==> config.mk <==
export PLATFORM = sky130hd
export DESIGN_NAME = pht_ctrl
export DESIGN_NICKNAME = d
export VERILOG_FILES = /design/src/rtl/pht_ctrl.sv
export SDC_FILE = /design/constraint.sdc
export NUM_CORES = 1
export LEC_CHECK = 0
export ABC_AREA = 1
export ABC_CLOCK_PERIOD_IN_PS = 6200
export CORE_MARGIN = 2
export CORE_UTILIZATION = 45
export CTS_CLUSTER_SIZE = 12
export DETAILED_ROUTE_END_ITERATION = 10
export PLACE_DENSITY = 0.84
export REMOVE_ABC_BUFFERS = 1
export SLEW_MARGIN = 0
export SYNTH_ARGS = -nofsm -noshare
export SYNTH_HDL_FRONTEND = slang
export SYNTH_SLANG_ARGS = --single-unit
==> constraint.sdc <==
create_clock -name clk -period 6.2 [get_ports clk]
set_input_delay 1.24 -clock clk [delete_from_list [all_inputs] [get_ports clk]]
set_output_delay 1.24 -clock clk [all_outputs]
set_load 0.005 [all_outputs]
==> src/rtl/pht_ctrl.sv <==
// PHT sequencing controller: speculative GHR, gshare lookup index, and a small
// update FIFO drained as saturating read-modify-write cycles. PHT_INIT_SWEEP_EN adds the reset init sweep.
module pht_ctrl #(
  parameter int unsigned S_INDEX    = 5,
  parameter int unsigned FIFO_DEPTH = 4
) (
  input  logic               clk,
  input  logic               rst,
  input  logic               pred_valid,
  input  logic [31:0]        pred_pc,
  output logic               pred_taken,
  output logic [S_INDEX-1:0] pred_ghr,
  input  logic               upd_valid,
  input  logic [31:0]        upd_pc,
  input  logic [S_INDEX-1:0] upd_ghr,
  input  logic               upd_taken,
  input  logic               upd_mispredict,
  output logic               upd_ready,
  output logic               busy,
  output logic               pht_load,
  output logic [S_INDEX-1:0] pht_bpindex,
  output logic [S_INDEX-1:0] pht_rindex,
  output logic [S_INDEX-1:0] pht_windex,
  output logic [1:0]         pht_datain,
  input  logic [1:0]         pht_bpdataout,
  input  logic [1:0]         pht_dataout
);

  localparam int unsigned PW = (FIFO_DEPTH > 1) ? $clog2(FIFO_DEPTH) : 1;
  localparam int unsigned CW = PW + 1;
  localparam int unsigned EW = 2 * S_INDEX + 1;

  logic [S_INDEX-1:0] ghr;
  logic [EW-1:0]      fifo_mem [FIFO_DEPTH];
  logic [PW-1:0]      wr_ptr;
  logic [PW-1:0]      rd_ptr;
  logic [CW-1:0]      count;
  logic               full;
  logic               empty;
  logic               push;
  logic               pop;
  logic [EW-1:0]      head;
  logic [S_INDEX-1:0] drain_idx;
  logic               head_taken;
  logic [1:0]         sat_val;
  logic               unused_bits;

  assign unused_bits = ^{pred_pc[31:S_INDEX+2], pred_pc[1:0],
                         upd_pc[31:S_INDEX+2], upd_pc[1:0], pht_bpdataout[0]};

`ifdef PHT_INIT_SWEEP_EN
  localparam logic [0:0] INIT = 1'b0;
  localparam logic [0:0] RUN  = 1'b1;

  logic [0:0]         state;
  logic [0:0]         state_nxt;
  logic [S_INDEX-1:0] sweep_i;
  logic [S_INDEX-1:0] sweep_nxt;

  always_ff @(posedge clk) begin
    if (rst) begin
      state   <= INIT;
      sweep_i <= '0;
    end else begin
      state   <= state_nxt;
      sweep_i <= sweep_nxt;
    end
  end

  // Sweep every index once, then hand over to normal operation
  always_comb begin
    state_nxt = state;
    sweep_nxt = sweep_i;
    if (state == INIT) begin
      sweep_nxt = sweep_i + S_INDEX'(1);
      if (sweep_i == '1) state_nxt = RUN;
    end
  end

  assign busy = (state == INIT);
`else
  assign busy = 1'b0;
`endif

  // Lookup path
  assign pht_bpindex = pred_pc[S_INDEX+1:2] ^ ghr;
  assign pred_ghr    = ghr;
  assign pred_taken  = pht_bpdataout[1] & ~busy;

  // Update FIFO
  assign full      = (count == CW'(FIFO_DEPTH));
  assign empty     = (count == '0);
  assign upd_ready = ~full & ~busy;
  assign push      = upd_valid & upd_ready;
  assign pop       = ~empty & ~busy;

  always_ff @(posedge clk) begin
    if (push) fifo_mem[wr_ptr] <= {upd_pc[S_INDEX+1:2], upd_ghr, upd_taken};
  end

  always_ff @(posedge clk) begin
    if (rst) begin
      wr_ptr <= '0;
      rd_ptr <= '0;
      count  <= '0;
    end else begin
      if (push) wr_ptr <= wr_ptr + PW'(1);
      if (pop)  rd_ptr <= rd_ptr + PW'(1);
      count <= count + CW'(push) - CW'(pop);
    end
  end

  assign head       = fifo_mem[rd_ptr];
  assign drain_idx  = head[EW-1:S_INDEX+1] ^ head[S_INDEX:1];
  assign head_taken = head[0];

  // Two-bit saturating counter step
  always_comb begin
    sat_val = pht_dataout;
    if (head_taken) begin
      if (pht_dataout != 2'b11) sat_val = pht_dataout + 2'd1;
    end else begin
      if (pht_dataout != 2'b00) sat_val = pht_dataout - 2'd1;
    end
  end

  // Array write port: init sweep takes priority over draining
  always_comb begin
    pht_load   = 1'b0;
    pht_rindex = '0;
    pht_windex = '0;
    pht_datain = 2'b00;
`ifdef PHT_INIT_SWEEP_EN
    if (busy) begin
      pht_load   = 1'b1;
      pht_windex = sweep_i;
      pht_datain = 2'b01;
    end else
`endif
    if (pop) begin
      pht_load   = 1'b1;
      pht_rindex = drain_idx;
      pht_windex = drain_idx;
      pht_datain = sat_val;
    end
  end

  // A resolved mispredict repairs history and overrides the speculative shift
  always_ff @(posedge clk) begin
    if (rst) begin
      ghr <= '0;
    end else if (push && upd_mispredict) begin
      ghr <= {upd_ghr[S_INDEX-2:0], upd_taken};
    end else if (pred_valid && !busy) begin
      ghr <= {ghr[S_INDEX-2:0], pred_taken};
    end
  end

endmodule
==> flow_metrics.tcl <==
set metrics [dict create \
    vias 2011 \
    synth_edf_count 44 \
    status "completed" \
    crit_chain "inv_2 > nand2_1 > nand2_1 > nand2_1 > o21ai_1 > nand2_1 > nand2_1 > nor2_1 > clkdlybuf4s50_1" \
    slew_headroom_pct 27.3 \
    ys_types 28 \
    post-cts-setup-buffers 0 \
    setup_viol 0 \
    synth.area.top_cells "edfxtp_1 49%, nand2_1 13%, dfxtp_1 10%" \
    yosys_warnings 0 \
    netlist_instances 285 \
    crit_path_start_kind "flip-flop" \
    ys_seq_area_share_pct 59.8 \
    finalHoldViolCount 0 \
    core_area_sq_um 5850 \
    arrival_ps 2850 \
    fin_crit_sh_pct 65.9 \
    drc 0 \
    cts_tree "yes" \
    ys_ff_latch 58 \
    syn2layout_area_growth_pct 27.0 \
    die_area_sq_um 6580 \
    critPathTopFamily "flip-flops" \
    place_area_sq_um 3160 \
    grt_max_degree 34 \
    ios 105 \
    ir_drop_v 0.000212 \
    vias_per_cell 4.92 \
    fp.dieW_um 81.1 \
    end_kind "output pin" \
    wl_per_cell_um 12.5 \
    grt_pass1_wl_um 8020 \
    synth_top_area_share_pct 49.4 \
    place_congestion 0.747 \
    synthFlopType "edfxtp_1" \
    final_layout_size_suffix_gt1_share_pct 7.49 \
    dp_slack_ps 2460 \
    grt_pass1_vias 1865 \
    power_density_nw_per_um2 421 \
    cts_root_buffer "clkbuf_8" \
    fin_skew_ps 5.83 \
    hold_buffers 0 \
    cpPeakStageDelay_ps 1030 \
    worstSkewPairLatency_ps 320 \
    clk_pin_slew_ps 70 \
    worst_slew_pin_slew_ps 1090 \
    period_minus_slack_ps 4090 \
    synthArstFlopShare_pct 0 \
    drt-initial-drc-count 101 \
    cpMaxStageDelayCell "dfxtp_1" \
    synth_common_cells "95 x nand2_1, 44 x edfxtp_1, 29 x inv_1, 24 x nor2_1, 14 x dfxtp_1" \
    reg2reg_slack_ps 4010 \
    worstSetupPathType "flip-flop to output pin" \
    setup_ws_ps 2110 \
    ctsHtreeMaxLevel 3 \
    path_common_cell "nand2_1" \
    netlist_area_sq_um 2680 \
    antenna_found_initial 0 \
    crit_buf_inv 2 \
    hpwl_um 3380 \
    wl_um 5130 \
    fin_setup_tns_ps 0 \
    avgSynthCellArea_sq_um 9.39 \
    clock-sinks 58 \
    cp.required_ps 4960 \
    diodes 0 \
    rsz0062_at_grt "false" \
    fill_cells 474 \
    critPathMaxFanout 33 \
    grt_overflow_total 0 \
    io_buffers 48 \
    finalNetCount 415 \
    drv_cap 0 \
    total_power_mw 1.43 \
    first_pass_iters 4 \
    clk_path_buf_depth 2 \
    die_h_um 81.1 \
    rows 28 \
    post_cts_resized 0 \
    fin_area_sq_um 3400 \
    synth_top_cell_by_area "edfxtp_1" \
    ant_nets 0 \
    slew_violations 0 \
    initial_utilization_pct 45.7 \
    p_leak_nw 1.44 \
    max_freq_mhz 245 \
    hold_class "flip-flop to flip-flop" \
    grtUsageTotal_pct 16.6 \
    synth.most_common_cell "nand2_1" \
    cts_buffers 9 \
]
## per-layer routing
layer,vias up,global-route usage (%),wire [um]
met4,0,11.0,70
li1,999,-,-
met2,59,27.1,2600
met1,947,19.7,2190
met5,-,0,0
met3,6,3.44,273
## registers in the layout, summed over array words and instances, names as in the netlist, named ones only
register / cells
count: 3
fifo_mem: 44
pred_ghr: 5
rd_ptr: 2
wr_ptr: 2
## final timing paths
kind / startpoint / to / depth (start not counted)
max reg2reg: count[1]$_SDFF_PP0_ / count[2]$_SDFF_PP0_ / 10
min: rd_ptr[1]$_SDFFE_PP0P_ / rd_ptr[1]$_SDFFE_PP0P_ / 2
max: flip-flop / pht_windex[3] / 9
min reg2reg: rd_ptr[1]$_SDFFE_PP0P_ / rd_ptr[1]$_SDFFE_PP0P_ / 2
## worst register-to-register path, cell delays in order (launching register included)
cell and delay [ps]:
dfxtp_1 350, nor2_2 170, nand2_2 140, nand2_2 180, ha_1 260, inv_1 60, ha_1 130, inv_1 50
fa_1 380, or2_2 300, a21oi_1 110
## cell families after synthesis
group	share of synthesized area, %
simple gates	23.5
compound gates	3.55
xor+xnor	1.96
buf+inv	7.48
fa+ha+maj	3.55
flops	59.8
other cells	0.140
## cells in the final DEF (no fill, tap or decap)
cell type	n
inv_2	1
nor2_1	24
xnor2_1	1
clkdlybuf4s50_1	48
o21ai_0	2
a211oi_1	1
conb_1	1
nand3_2	1
nor3_1	2
dfxtp_1	14
a21oi_1	9
o21ai_1	5
nor2_2	1
inv_1	29
xor2_1	5
edfxtp_1	44
clkbuf_8	11
ha_1	6
nand3_1	12
o21bai_1	1
or2_1	3
nand4_1	5
nand2_1	95
fa_1	1
clkinv_2	2
nor3b_1	1
clkbuf_16	3
or2_2	3
nand2_2	3
## stage by stage
step,hold WS [ps],instances,util [%]
after detailed placement,515,393,54.1
after CTS,525,409,58.1
after global routing,552,409,58.1
after global placement,495,393,54.1
final,527,409,58.1
after floorplan,482,270,-
## report_power, final
group / total, mW / switching [mW] / internal [mW]
clock network: 0.379 / 0.141 / 0.239
registers: 0.533 / 0.0585 / 0.475
logic: 0.519 / 0.262 / 0.258
total: 1.43 / 0.461 / 0.971
## layout make-up
cell class / count / area [sq um] / area share [%]
Clock inverter: 2 / 10.0 / 0.294
Clock buffer: 14 / 226 / 6.66
Timing Repair Buffer: 48 / 480 / 14.1
Sequential cell: 58 / 1600 / 47.1
Inverter: 30 / 113 / 3.31
Tap cell: 75 / 93.8 / 2.76
Multi-Input combinational cell: 182 / 875 / 25.7
Power figures use the tool's default switching activity.
